## config.mk

```make
export PLATFORM = sky130hd
export DESIGN_NAME = bt_baseband_top_flat
export DESIGN_NICKNAME = d
export VERILOG_FILES = /design/src/rtl/bt_baseband_top_if.sv /design/src/rtl/bt_baseband_top.sv /design/src/flat_wrapper.sv
export SDC_FILE = /design/constraint.sdc
export NUM_CORES = 1
export LEC_CHECK = 0
export ABC_AREA = 1
export BUFFER_PORTS_ARGS = -buffer_cell sky130_fd_sc_hd__buf_2
export CAP_MARGIN = 30
export CORE_ASPECT_RATIO = 1.75
export CORE_MARGIN = 10
export CORE_UTILIZATION = 41
export DETAILED_ROUTE_END_ITERATION = 10
export GPL_ROUTABILITY_DRIVEN = 1
export SYNTH_ARGS = -nofsm -noshare
export SYNTH_HDL_FRONTEND = slang
export SYNTH_SLANG_ARGS = --single-unit
```

## constraint.sdc

```tcl
create_clock -name clk_6M -period 59.8 [get_ports clk_6M]
set_input_delay 2.99 -clock clk_6M [delete_from_list [all_inputs] [get_ports clk_6M]]
set_output_delay 2.99 -clock clk_6M [all_outputs]
set_load 0.03 [all_outputs]
```

## src/rtl/bt_baseband_top_if.sv

```systemverilog
// Register-bank and radio bit signals of the BR baseband, grouped for the block boundary.
// master = register bank / radio side that drives configuration and rxbit; slave = baseband core.
interface bt_baseband_top_if;
    logic        regi_isMaster;
    logic [27:0] regi_time_base_offset;
    logic [27:0] regi_slave_offset;
    logic        regi_InquiryEnable_oneshot;
    logic        regi_PageEnable_oneshot;
    logic        regi_InquiryScanEnable_oneshot;
    logic        regi_PageScanEnable_oneshot;
    logic [15:0] regi_Page_Timeout;
    logic [15:0] regi_Tiswindow;
    logic [15:0] regi_Tpswindow;
    logic [63:0] regi_syncword_GIAC;
    logic [63:0] regi_syncword_DAC;
    logic [5:0]  regi_correthreshold;
    logic        rxbit;
    logic        txbit;
    logic [6:0]  fk;
    logic [2:0]  state;
    logic        sync_hit_p;

    modport master (
        output regi_isMaster, regi_time_base_offset, regi_slave_offset,
               regi_InquiryEnable_oneshot, regi_PageEnable_oneshot,
               regi_InquiryScanEnable_oneshot, regi_PageScanEnable_oneshot,
               regi_Page_Timeout, regi_Tiswindow, regi_Tpswindow,
               regi_syncword_GIAC, regi_syncword_DAC, regi_correthreshold, rxbit,
        input  txbit, fk, state, sync_hit_p
    );

    modport slave (
        input  regi_isMaster, regi_time_base_offset, regi_slave_offset,
               regi_InquiryEnable_oneshot, regi_PageEnable_oneshot,
               regi_InquiryScanEnable_oneshot, regi_PageScanEnable_oneshot,
               regi_Page_Timeout, regi_Tiswindow, regi_Tpswindow,
               regi_syncword_GIAC, regi_syncword_DAC, regi_correthreshold, rxbit,
        output txbit, fk, state, sync_hit_p
    );
endinterface

```

## src/rtl/bt_baseband_top.sv

```systemverilog
// BR baseband: native/piconet clock, link-state FSM, sync-word TX, RX correlator and hop index.
// State moves 1 clk after a oneshot; txbit/fk update on tick/CLKN edges; no backpressure (free-running bit stream).
module bt_baseband_top (
    input  logic             clk_6M,
    input  logic             rstz,
    bt_baseband_top_if.slave bb
);
    typedef enum logic [2:0] {
        ST_STANDBY   = 3'd0,
        ST_INQUIRY   = 3'd1,
        ST_PAGE      = 3'd2,
        ST_INQ_SCAN  = 3'd3,
        ST_PAGE_SCAN = 3'd4
    } link_state_e;

    link_state_e state_q, state_nx;
    logic [2:0]  div;
    logic [9:0]  us, us_nx;
    logic [27:0] clkn, clkn_nx, clk_pn, clk_pn_nx;
    logic [15:0] slot_cnt, slot_limit;
    logic [6:0]  guard_cnt, match_cnt, hop_sum, fk_nx, fk_q;
    logic [63:0] shreg, shreg_nx, sync_exp;
    logic        tick, slot_end, clkn_inc, slot_expired, is_scan;
    logic        rx_clean, hit_now, hit_q, tx_nx, txbit_q;
    logic        unused_clk_bits;

    assign tick      = (div == 3'd5);
    assign slot_end  = tick && (us == 10'd624);
    assign us_nx     = (us == 10'd624) ? 10'd0 : us + 10'd1;
    // Two CLKN increments per 625 us slot: at the slot wrap and at mid-slot (us becoming 312).
    assign clkn_inc  = tick && ((us == 10'd624) || (us == 10'd311));
    assign clkn_nx   = clkn + {27'd0, clkn_inc};
    assign clk_pn    = clkn + bb.regi_time_base_offset + (bb.regi_isMaster ? 28'd0 : bb.regi_slave_offset);
    assign clk_pn_nx = clk_pn + {27'd0, clkn_inc};
    assign unused_clk_bits = ^{clk_pn_nx[27:17], clk_pn_nx[11:4], clk_pn_nx[0]};

    assign is_scan      = (state_q == ST_INQ_SCAN) || (state_q == ST_PAGE_SCAN);
    assign slot_expired = slot_end && (({1'b0, slot_cnt} + 17'd1) >= {1'b0, slot_limit});

    always_comb begin
        slot_limit = 16'd0;
        case (state_q)
            ST_INQUIRY, ST_PAGE: slot_limit = bb.regi_Page_Timeout;
            ST_INQ_SCAN:         slot_limit = bb.regi_Tiswindow;
            ST_PAGE_SCAN:        slot_limit = bb.regi_Tpswindow;
            default:             slot_limit = 16'd0;
        endcase
    end

    always_comb begin
        state_nx = state_q;
        case (state_q)
            ST_STANDBY: begin
                if (bb.regi_isMaster) begin
                    if (bb.regi_InquiryEnable_oneshot)      state_nx = ST_INQUIRY;
                    else if (bb.regi_PageEnable_oneshot)    state_nx = ST_PAGE;
                end else begin
                    if (bb.regi_InquiryScanEnable_oneshot)  state_nx = ST_INQ_SCAN;
                    else if (bb.regi_PageScanEnable_oneshot) state_nx = ST_PAGE_SCAN;
                end
            end
            ST_INQUIRY, ST_PAGE:       if (slot_expired) state_nx = ST_STANDBY;
            ST_INQ_SCAN, ST_PAGE_SCAN: if (slot_expired || hit_q) state_nx = ST_STANDBY;
            default:                   state_nx = ST_STANDBY;
        endcase
    end

    // Anything but a clean 1 on the radio input counts as 0.
    always_comb begin
        rx_clean = 1'b0;
        if (bb.rxbit == 1'b1) rx_clean = 1'b1;
    end

    assign shreg_nx = {rx_clean, shreg[63:1]};
    assign sync_exp = (state_q == ST_INQ_SCAN) ? bb.regi_syncword_GIAC : bb.regi_syncword_DAC;

    always_comb begin
        match_cnt = 7'd0;
        for (int i = 0; i < 64; i++)
            if (shreg_nx[i] == sync_exp[i]) match_cnt = match_cnt + 7'd1;
    end

    // Correlation is judged on the register contents this tick produces; guard_cnt holds off the first 64 ticks.
    assign hit_now = tick && is_scan && (guard_cnt == 7'd64) && (match_cnt >= {1'b0, bb.regi_correthreshold});

    always_comb begin
        tx_nx = 1'b0;
        if (((state_nx == ST_INQUIRY) || (state_nx == ST_PAGE)) && !clk_pn_nx[1] && (us_nx < 10'd64))
            tx_nx = (state_nx == ST_INQUIRY) ? bb.regi_syncword_GIAC[us_nx[5:0]]
                                             : bb.regi_syncword_DAC[us_nx[5:0]];
    end

    assign hop_sum = {2'b00, clk_pn_nx[16:12]} + {1'b0, clk_pn_nx[3:2], 4'b0000};

    always_comb begin
        fk_nx = 7'd0;
        case (state_q)
            ST_INQUIRY, ST_PAGE:       fk_nx = (hop_sum >= 7'd79) ? hop_sum - 7'd79 : hop_sum;
            ST_INQ_SCAN, ST_PAGE_SCAN: fk_nx = {2'b00, clkn_nx[16:12]};
            default:                   fk_nx = 7'd0;
        endcase
    end

    always_ff @(posedge clk_6M or negedge rstz) begin
        if (!rstz) begin
            div       <= 3'd0;
            us        <= 10'd0;
            clkn      <= 28'd0;
            slot_cnt  <= 16'd0;
            guard_cnt <= 7'd0;
            shreg     <= 64'd0;
            state_q   <= ST_STANDBY;
            txbit_q   <= 1'b0;
            fk_q      <= 7'd0;
            hit_q     <= 1'b0;
        end else begin
            state_q <= state_nx;
            hit_q   <= hit_now;
            div     <= tick ? 3'd0 : div + 3'd1;
            clkn    <= clkn_nx;
            if (tick) begin
                us      <= us_nx;
                shreg   <= shreg_nx;
                txbit_q <= tx_nx;
            end
            if (clkn_inc) fk_q <= fk_nx;
            if (state_nx != state_q) begin
                slot_cnt  <= 16'd0;
                guard_cnt <= 7'd0;
            end else begin
                if (slot_end) slot_cnt <= slot_cnt + 16'd1;
                if (tick && (guard_cnt != 7'd64)) guard_cnt <= guard_cnt + 7'd1;
            end
        end
    end

    assign bb.state      = state_q;
    assign bb.txbit      = txbit_q;
    assign bb.fk         = fk_q;
    assign bb.sync_hit_p = hit_q;
endmodule

```

## src/flat_wrapper.sv

```systemverilog
// flat-port wrapper written by rule: the top's interface ports become plain ports
module bt_baseband_top_flat 
  (clk_6M, rstz, bb_regi_isMaster, bb_regi_time_base_offset, bb_regi_slave_offset, bb_regi_InquiryEnable_oneshot, bb_regi_PageEnable_oneshot, bb_regi_InquiryScanEnable_oneshot, bb_regi_PageScanEnable_oneshot, bb_regi_Page_Timeout, bb_regi_Tiswindow, bb_regi_Tpswindow, bb_regi_syncword_GIAC, bb_regi_syncword_DAC, bb_regi_correthreshold, bb_rxbit, bb_txbit, bb_fk, bb_state, bb_sync_hit_p);
  bt_baseband_top_if bb_i ();
  input  logic clk_6M;
  input  logic rstz;
  input wire logic [$bits(bb_i.regi_isMaster)-1:0] bb_regi_isMaster;
  input wire logic [$bits(bb_i.regi_time_base_offset)-1:0] bb_regi_time_base_offset;
  input wire logic [$bits(bb_i.regi_slave_offset)-1:0] bb_regi_slave_offset;
  input wire logic [$bits(bb_i.regi_InquiryEnable_oneshot)-1:0] bb_regi_InquiryEnable_oneshot;
  input wire logic [$bits(bb_i.regi_PageEnable_oneshot)-1:0] bb_regi_PageEnable_oneshot;
  input wire logic [$bits(bb_i.regi_InquiryScanEnable_oneshot)-1:0] bb_regi_InquiryScanEnable_oneshot;
  input wire logic [$bits(bb_i.regi_PageScanEnable_oneshot)-1:0] bb_regi_PageScanEnable_oneshot;
  input wire logic [$bits(bb_i.regi_Page_Timeout)-1:0] bb_regi_Page_Timeout;
  input wire logic [$bits(bb_i.regi_Tiswindow)-1:0] bb_regi_Tiswindow;
  input wire logic [$bits(bb_i.regi_Tpswindow)-1:0] bb_regi_Tpswindow;
  input wire logic [$bits(bb_i.regi_syncword_GIAC)-1:0] bb_regi_syncword_GIAC;
  input wire logic [$bits(bb_i.regi_syncword_DAC)-1:0] bb_regi_syncword_DAC;
  input wire logic [$bits(bb_i.regi_correthreshold)-1:0] bb_regi_correthreshold;
  input wire logic [$bits(bb_i.rxbit)-1:0] bb_rxbit;
  output wire logic [$bits(bb_i.txbit)-1:0] bb_txbit;
  output wire logic [$bits(bb_i.fk)-1:0] bb_fk;
  output wire logic [$bits(bb_i.state)-1:0] bb_state;
  output wire logic [$bits(bb_i.sync_hit_p)-1:0] bb_sync_hit_p;
  assign bb_i.regi_isMaster = bb_regi_isMaster;
  assign bb_i.regi_time_base_offset = bb_regi_time_base_offset;
  assign bb_i.regi_slave_offset = bb_regi_slave_offset;
  assign bb_i.regi_InquiryEnable_oneshot = bb_regi_InquiryEnable_oneshot;
  assign bb_i.regi_PageEnable_oneshot = bb_regi_PageEnable_oneshot;
  assign bb_i.regi_InquiryScanEnable_oneshot = bb_regi_InquiryScanEnable_oneshot;
  assign bb_i.regi_PageScanEnable_oneshot = bb_regi_PageScanEnable_oneshot;
  assign bb_i.regi_Page_Timeout = bb_regi_Page_Timeout;
  assign bb_i.regi_Tiswindow = bb_regi_Tiswindow;
  assign bb_i.regi_Tpswindow = bb_regi_Tpswindow;
  assign bb_i.regi_syncword_GIAC = bb_regi_syncword_GIAC;
  assign bb_i.regi_syncword_DAC = bb_regi_syncword_DAC;
  assign bb_i.regi_correthreshold = bb_regi_correthreshold;
  assign bb_i.rxbit = bb_rxbit;
  assign bb_txbit = bb_i.txbit;
  assign bb_fk = bb_i.fk;
  assign bb_state = bb_i.state;
  assign bb_sync_hit_p = bb_i.sync_hit_p;
  bt_baseband_top u_core (.clk_6M(clk_6M), .rstz(rstz), .bb(bb_i));
endmodule
```

**After elaboration in Yosys (flattened, before gate mapping)**

Cells that the tools add are included.

- Word-level logic and storage cells: 274
- Bits in registers: 140
- Input bits: 246
- Output and inout port bits: 12

- Reduce and logical (&&, ||, !) cells: 19
- Multiplexer cells: 90
- Eq/ne operators: 76
- Add/sub/neg operators: 74
- Order comparisons: 5

Operator list:

| cell | number |
|---|---|
| 7-bit two-way mux | 66 |
| 7-bit by 1-bit adder with 7-bit output (second input constant) | 63 |
| 1-bit equality test | 64 |
| 64-bit two-way mux | 1 |
| 16-bit case mux with 3 select lines | 1 |
| 17-bit adder | 2 |
| 16-bit two-way mux | 2 |
| 28-bit by 1-bit adder with 28-bit output | 1 |
| 3-bit two-way mux | 8 |
| 16-bit by 1-bit adder with 17-bit output (second input constant) | 1 |
| 17-bit by 1-bit adder with 17-bit output | 1 |
| 17-bit by 16-bit greater-or-equal comparator with 1-bit output | 1 |
| 17-bit two-way mux | 1 |
| 16-bit by 1-bit adder with 16-bit output (second input constant) | 1 |
| 7-bit case mux with 2 select lines | 1 |
| 1-bit binary-select mux with 6-bit select | 2 |
| 10-bit by 1-bit adder with 10-bit output (second input constant) | 1 |
| 10-bit equality test (second input constant) | 1 |
| 10-bit by 9-bit equality test with 1-bit output (second input constant) | 1 |
| 10-bit by 7-bit < comparator with 1-bit output (second input constant) | 1 |
| 10-bit two-way mux | 1 |
| 3-bit by 2-bit equality test with 1-bit output (second input constant) | 3 |
| 1-bit logical AND | 9 |
| 3-bit case mux with 3 select lines | 1 |
| 18 further kinds | 30 |

**Logic depth before layout (Yosys ltp)**

- Depth after elaboration: 132
- Gate-level depth with buffers: 203
- Gate-level depth less buffers: 201

**Worst setup path before layout**

No wires, ideal clock.

- Path type: input to register
- Start point: input bb_regi_syncword_GIAC[0]
- End point: register u_core.hit_q, in the netlist u_core.bb.sync_hit_p
- Data required time: 59.678 ns
- Stages on the path: 194
- Library setup time: 0.122 ns
- Path buffers: 0
- Path slack: 28.528 ns
- Arrival time: 31.150 ns
- Path through: nand4_1 -> nand3_1 -> nand2_2 -> inv_1 -> ha_1 -> inv_1 -> nand3_2 -> nand2_2 -> inv_1 -> ha_1 -> nand2_1 -> nand2_1 -> ha_1 -> o21a_1 -> nand2_1 -> o211ai_1 -> ha_1 -> or2_2 -> (+158 left out) -> o21ai_0 -> inv_1 -> ha_1 -> o21a_1 -> ha_1 -> o21ai_0 -> inv_1 -> ha_1 -> nand2_1 -> xnor2_1 -> inv_1 -> ha_1 -> a21oi_1 -> o21ai_0 -> a31oi_1 -> o21ai_0 -> a21oi_1 -> a21oi_2

- Word-level cells in the longest chain between the ends: 131

RTL lines:

| item | RTL line | text |
|---|---|---|
| start, declared | flat_wrapper.sv:17 | `input wire logic [$bits(bb_i.regi_syncword_GIAC)-1:0] bb_regi_syncword_GIAC;` |
| 64-bit two-way mux (*) | bt_baseband_top.sv:75 | `assign sync_exp = (state_q == ST_INQ_SCAN) ? bb.regi_syncword_GIAC : bb.regi_syncword_DAC;` |
| 1-bit equality test (*) | bt_baseband_top.sv:80 | `if (shreg_nx[i] == sync_exp[i]) match_cnt = match_cnt + 7'd1;` |
| 1-bit two-way mux (*) | bt_baseband_top.sv:80 |  |
| 1-bit by 1-bit adder with 2-bit output | bt_baseband_top.sv:80 |  |
| 7-bit two-way mux (*) | bt_baseband_top.sv:80 |  |
| 7-bit by 1-bit adder with 7-bit output | bt_baseband_top.sv:80 |  |
| 7-bit two-way mux (*) | bt_baseband_top.sv:80 |  |
| 7-bit by 1-bit adder with 7-bit output | bt_baseband_top.sv:80 |  |
| (+116 left out) | - |  |
| 7-bit two-way mux (*) | bt_baseband_top.sv:80 |  |
| 7-bit by 1-bit adder with 7-bit output | bt_baseband_top.sv:80 |  |
| 7-bit two-way mux (*) | bt_baseband_top.sv:80 |  |
| 7-bit by 1-bit adder with 7-bit output | bt_baseband_top.sv:80 |  |
| 7-bit two-way mux (*) | bt_baseband_top.sv:80 |  |
| 7-bit by 6-bit greater-or-equal comparator with 1-bit output (*) | bt_baseband_top.sv:84 | `assign hit_now = tick && is_scan && (guard_cnt == 7'd64) && (match_cnt >= {1'b0, bb.regi_correthreshold});` |
| 1-bit logical AND (*) | bt_baseband_top.sv:84 |  |
| via u_core.hit_now | bt_baseband_top.sv:24 | `logic rx_clean, hit_now, hit_q, tx_nx, txbit_q;` |
| end signal, assigned | bt_baseband_top.sv:118 | `hit_q <= hit_now;` |
| end, declared | bt_baseband_top.sv:24 |  |

The timed path passes the listed nets; every way through them passes the cells marked *.
A chain may end at the register's enable or synchronous reset.

**Worst setup path after layout**

- Start point: input bb_regi_syncword_DAC[1]
- End point: register u_core.hit_q, in the netlist u_core.bb.sync_hit_p

- Word-level cells in the longest chain between the ends: 129

RTL lines:

| item | RTL line | text |
|---|---|---|
| start, declared | flat_wrapper.sv:18 | `input wire logic [$bits(bb_i.regi_syncword_DAC)-1:0] bb_regi_syncword_DAC;` |
| 64-bit two-way mux (*) | bt_baseband_top.sv:75 |  |
| 1-bit equality test (*) | bt_baseband_top.sv:80 |  |
| 7-bit two-way mux (*) | bt_baseband_top.sv:80 |  |
| 7-bit by 1-bit adder with 7-bit output | bt_baseband_top.sv:80 |  |
| 7-bit two-way mux (*) | bt_baseband_top.sv:80 |  |
| 7-bit by 1-bit adder with 7-bit output | bt_baseband_top.sv:80 |  |
| 7-bit two-way mux (*) | bt_baseband_top.sv:80 |  |
| 7-bit by 1-bit adder with 7-bit output | bt_baseband_top.sv:80 |  |
| (+114 left out) | - |  |
| 7-bit two-way mux (*) | bt_baseband_top.sv:80 |  |
| 7-bit by 1-bit adder with 7-bit output | bt_baseband_top.sv:80 |  |
| 7-bit two-way mux (*) | bt_baseband_top.sv:80 |  |
| 7-bit by 1-bit adder with 7-bit output | bt_baseband_top.sv:80 |  |
| 7-bit two-way mux (*) | bt_baseband_top.sv:80 |  |
| 7-bit by 6-bit greater-or-equal comparator with 1-bit output (*) | bt_baseband_top.sv:84 |  |
| 1-bit logical AND (*) | bt_baseband_top.sv:84 |  |
| via u_core.hit_now | bt_baseband_top.sv:24 |  |

Marked as above.

==> flow_summary_export.csv <==
group,metric,value,unit
sta,grt_setup_unrepaired,"no",
sta,finalCritPeriodShare,57.1,%
sta,fin_worst_skew,0.00905,ns
layout,layout_common_cells,"nand2_1, inv_1, nand3_1",
floorplanning,start_util,41.3,%
place,gp_congestion,0.942,
clock_tree,cts_num_sinks,128,
routing,detail_route.first_pass.iterations,6,
sta,fmax,0.0293,GHz
sta,tightestPinTransition,0.875,ns
sta,setup_viol,0,
layout,area.sequential,3200,um^2
logic_synthesis,synth_top_area_share,19.8,%
grt,grt_max_degree,93,
grt,grt.total_usage,20.6,%
clock_tree,worstSkewPairLatency,0.44,ns
critical_path,slowest_stage,"or2_2",
clock_tree,cts_buffer_depth,2,
routing,routed_wl,66.9,mm
clock_tree,cts_setup_buffers,0,
critical_path,slowest_delay,0.33,ns
critical_path,crit_path_start_kind,"input pin",
clock_tree,cts_resized,0,
routing,drt_iter0_markers,1054,
floorplanning,die-area,63700,um^2
clock_tree,cts_hold_buf,0,
layout,area_delta_synth_final,11.7,%
critical_path,arrival,34.47,ns
sta,period_minus_slack,34.17,ns
logic_synthesis,syn_area,22000,um^2
sta,setup_tns,0,ns
flow_run,drv_cap,0,
logic_synthesis,synthCells,3907,
critical_path,crit_path_end_kind,"register",
floorplanning,fp-row-count,112,
place,io_buffers,235,
critical_path,worstPathRequired,60.10,ns
layout,final_common_cell,"nand2_1",
grt,grt_pass1_vias,23800,
floorplanning,core,53300,um^2
clock_tree,clkSlewWorstSetupHoldPaths,0.06,ns
logic_synthesis,seq_area_frac_synth,14.6,%
floorplanning,ios,258,
grt,antenna_found_initial,11,
critical_path,crit_top_cell,"nand2_1",
logic_synthesis,synth_area_leaders,"nand2_1, dfrtp_1, nand3_1",
logic_synthesis,synth_area_per_cell,5.63,um^2
hold_path,hp-class,"register to register",
layout,layout.nets,4486,
routing,drc,0,
logic_synthesis,ys_warn_count,0,
layout,fill_cells,5990,
critical_path,worstSetupPathType,"input pin to register",
clock_tree,cts_max_level,4,
logic_synthesis,yosys.area.top_type,"nand2_1",
layout,multi_input_area,15900,um^2
clock_tree,cts_buffers,17,
logic_synthesis,yosys_register_bits,128,
routing,viasPerCell,5.06,
routing,vias,24400,
grt,overflow,0,
routing,wl_per_cell,13.9,um
critical_path,worst-path-max-fanout,4,
place,hpwl,57.3,mm
sta,hold_viol,0,
sta,slew_headroom,41.6,%
logic_synthesis,synth_cell_type_count,56,
sta,finalMaxSlewViolations,0,
floorplanning,die_w,195,um
logic_synthesis,syn_nets,4279,
run_status,status,"completed",
clock_tree,cts_tree,"built",
grt,grt_pass1_wl,110,mm
floorplanning,die_h,326,um
clock_tree,root_buffer,"clkbuf_16",
routing,ant_nets,0,
layout,drive_gt1_share,13.3,%
-- cells in the mapped netlist (all sizes together) --
| cell type | number |
|---|---|
| a2111oi | 1 |
| a211oi | 12 |
| a21boi | 1 |
| a21o | 4 |
| a21oi | 86 |
| a221oi | 15 |
| a22o | 16 |
| a31oi | 9 |
| a32o | 1 |
| and2 | 20 |
| and3 | 1 |
| buf | 6 |
| clkbuf | 59 |
| clkinv | 4 |
| dfrtp | 128 |
| fa | 17 |
| ha | 109 |
| inv | 698 |
| mux2i | 1 |
| nand2 | 1306 |
| nand3 | 570 |
| nand3b | 43 |
| nand4 | 30 |
| nor2 | 329 |
| nor3 | 32 |
| nor3b | 4 |
| nor4 | 5 |
| nor4b | 1 |
| o2111ai | 2 |
| o211ai | 15 |
| o21a | 18 |
| o21ai | 197 |
| o21bai | 1 |
| o221a | 3 |
| o221ai | 8 |
| o311ai | 6 |
| o31ai | 1 |
| o32ai | 6 |
| or2 | 24 |
| xnor2 | 17 |
| xor2 | 101 |
-- layer usage --
metal	vias to the layer above	track usage [%]	part of all wire (%)
met2	544	40.1	52
met1	10900	21.8	39
met4	2	6.33	2.9
met5	-	0	0.013
met3	110	3.31	6.0
li1	12800	-	-
-- worst paths after layout --
check                      slack, ns                          from                             end  depth (start not counted)
max                            25.63       bb_regi_syncword_DAC[1]  u_core.bb.sync_hit_p$_DFF_PN0_                        196
min                             0.48       u_core.div[0]$_DFF_PN0_         u_core.div[0]$_DFF_PN0_                          1
max reg2reg                    26.67  u_core.bb.state[0]$_DFF_PN0_  u_core.bb.sync_hit_p$_DFF_PN0_                        196
min reg2reg                     0.48       u_core.div[0]$_DFF_PN0_         u_core.div[0]$_DFF_PN0_                          1
max in group asynchronous      56.16                          rstz    u_core.shreg[36]$_DFFE_PN0P_                          3
min in group asynchronous       2.51                          rstz     u_core.bb.fk[5]$_DFFE_PN0P_                          1
-- flip-flops by register name, summed over array words and instances (netlist names) --
signal                flops
u_core.bb.txbit           1
u_core.slot_cnt          16
u_core.bb.fk              7
u_core.bb.state           3
u_core.clkn              17
u_core.guard_cnt          7
u_core.div                3
u_core.shreg             63
u_core.bb.sync_hit_p      1
u_core.us                10
-- area by class of cell --
class	count	share of cell area, %
diodes	5	0.0509
clock buffers	21	1.87
flip-flops and latches	128	13.0
clock inverters	9	0.550
well taps	684	3.48
multi-input cells	3012	64.8
repair buffers	253	5.51
inverters	702	10.7
-- worst max-delay path, delay by kind of cell --
| family | cells | cell delay (ns) |
|---|---|---|
| AO/OA/AOI/OAI | 30 | 4.88 |
| adder cells (fa/ha/maj) | 35 | 9.54 |
| XOR/XNOR | 10 | 1.44 |
| buffers and inverters | 13 | 0.97 |
| AND/OR/NAND/NOR | 108 | 14.54 |
-- stage by stage --
stage / worst slack [ns] / instances / util (%) / hold WS [ns] / instance area (um^2)
finish: 25.63 / 4814 / 46.1 / 0.477 / 24600
floorplan: 28.53 / 3907 / - / 0.432 / 22000
CTS: 25.47 / 4808 / 46.1 / 0.480 / 24600
global route: 22.80 / 4810 / 46.1 / 0.501 / 24600
global placement: 25.34 / 4776 / 44.9 / 0.457 / 23900
detailed placement: 25.12 / 4778 / 45.0 / 0.465 / 24000
-- logic make-up (layout without fill, tap and decap cells) --
| family | Yosys count | in the layout | share of synthesized area, % |
|---|---|---|---|
| flip-flops | 128 | 128 | 14.6 |
| other | 0 | 5 | 0 |
| AND/OR/NAND/NOR | 2365 | 2365 | 48.8 |
| AO/OA/AOI/OAI | 402 | 402 | 10.8 |
| multiplexers | 1 | 1 | 0.0455 |
| adder cells (fa/ha/maj) | 126 | 126 | 7.74 |
| XOR/XNOR | 118 | 118 | 4.76 |
| buffers and inverters | 767 | 985 | 13.2 |
Power is not shown: default switching activity piles up to over one toggle a cycle in this logic, so the estimate is an artifact.
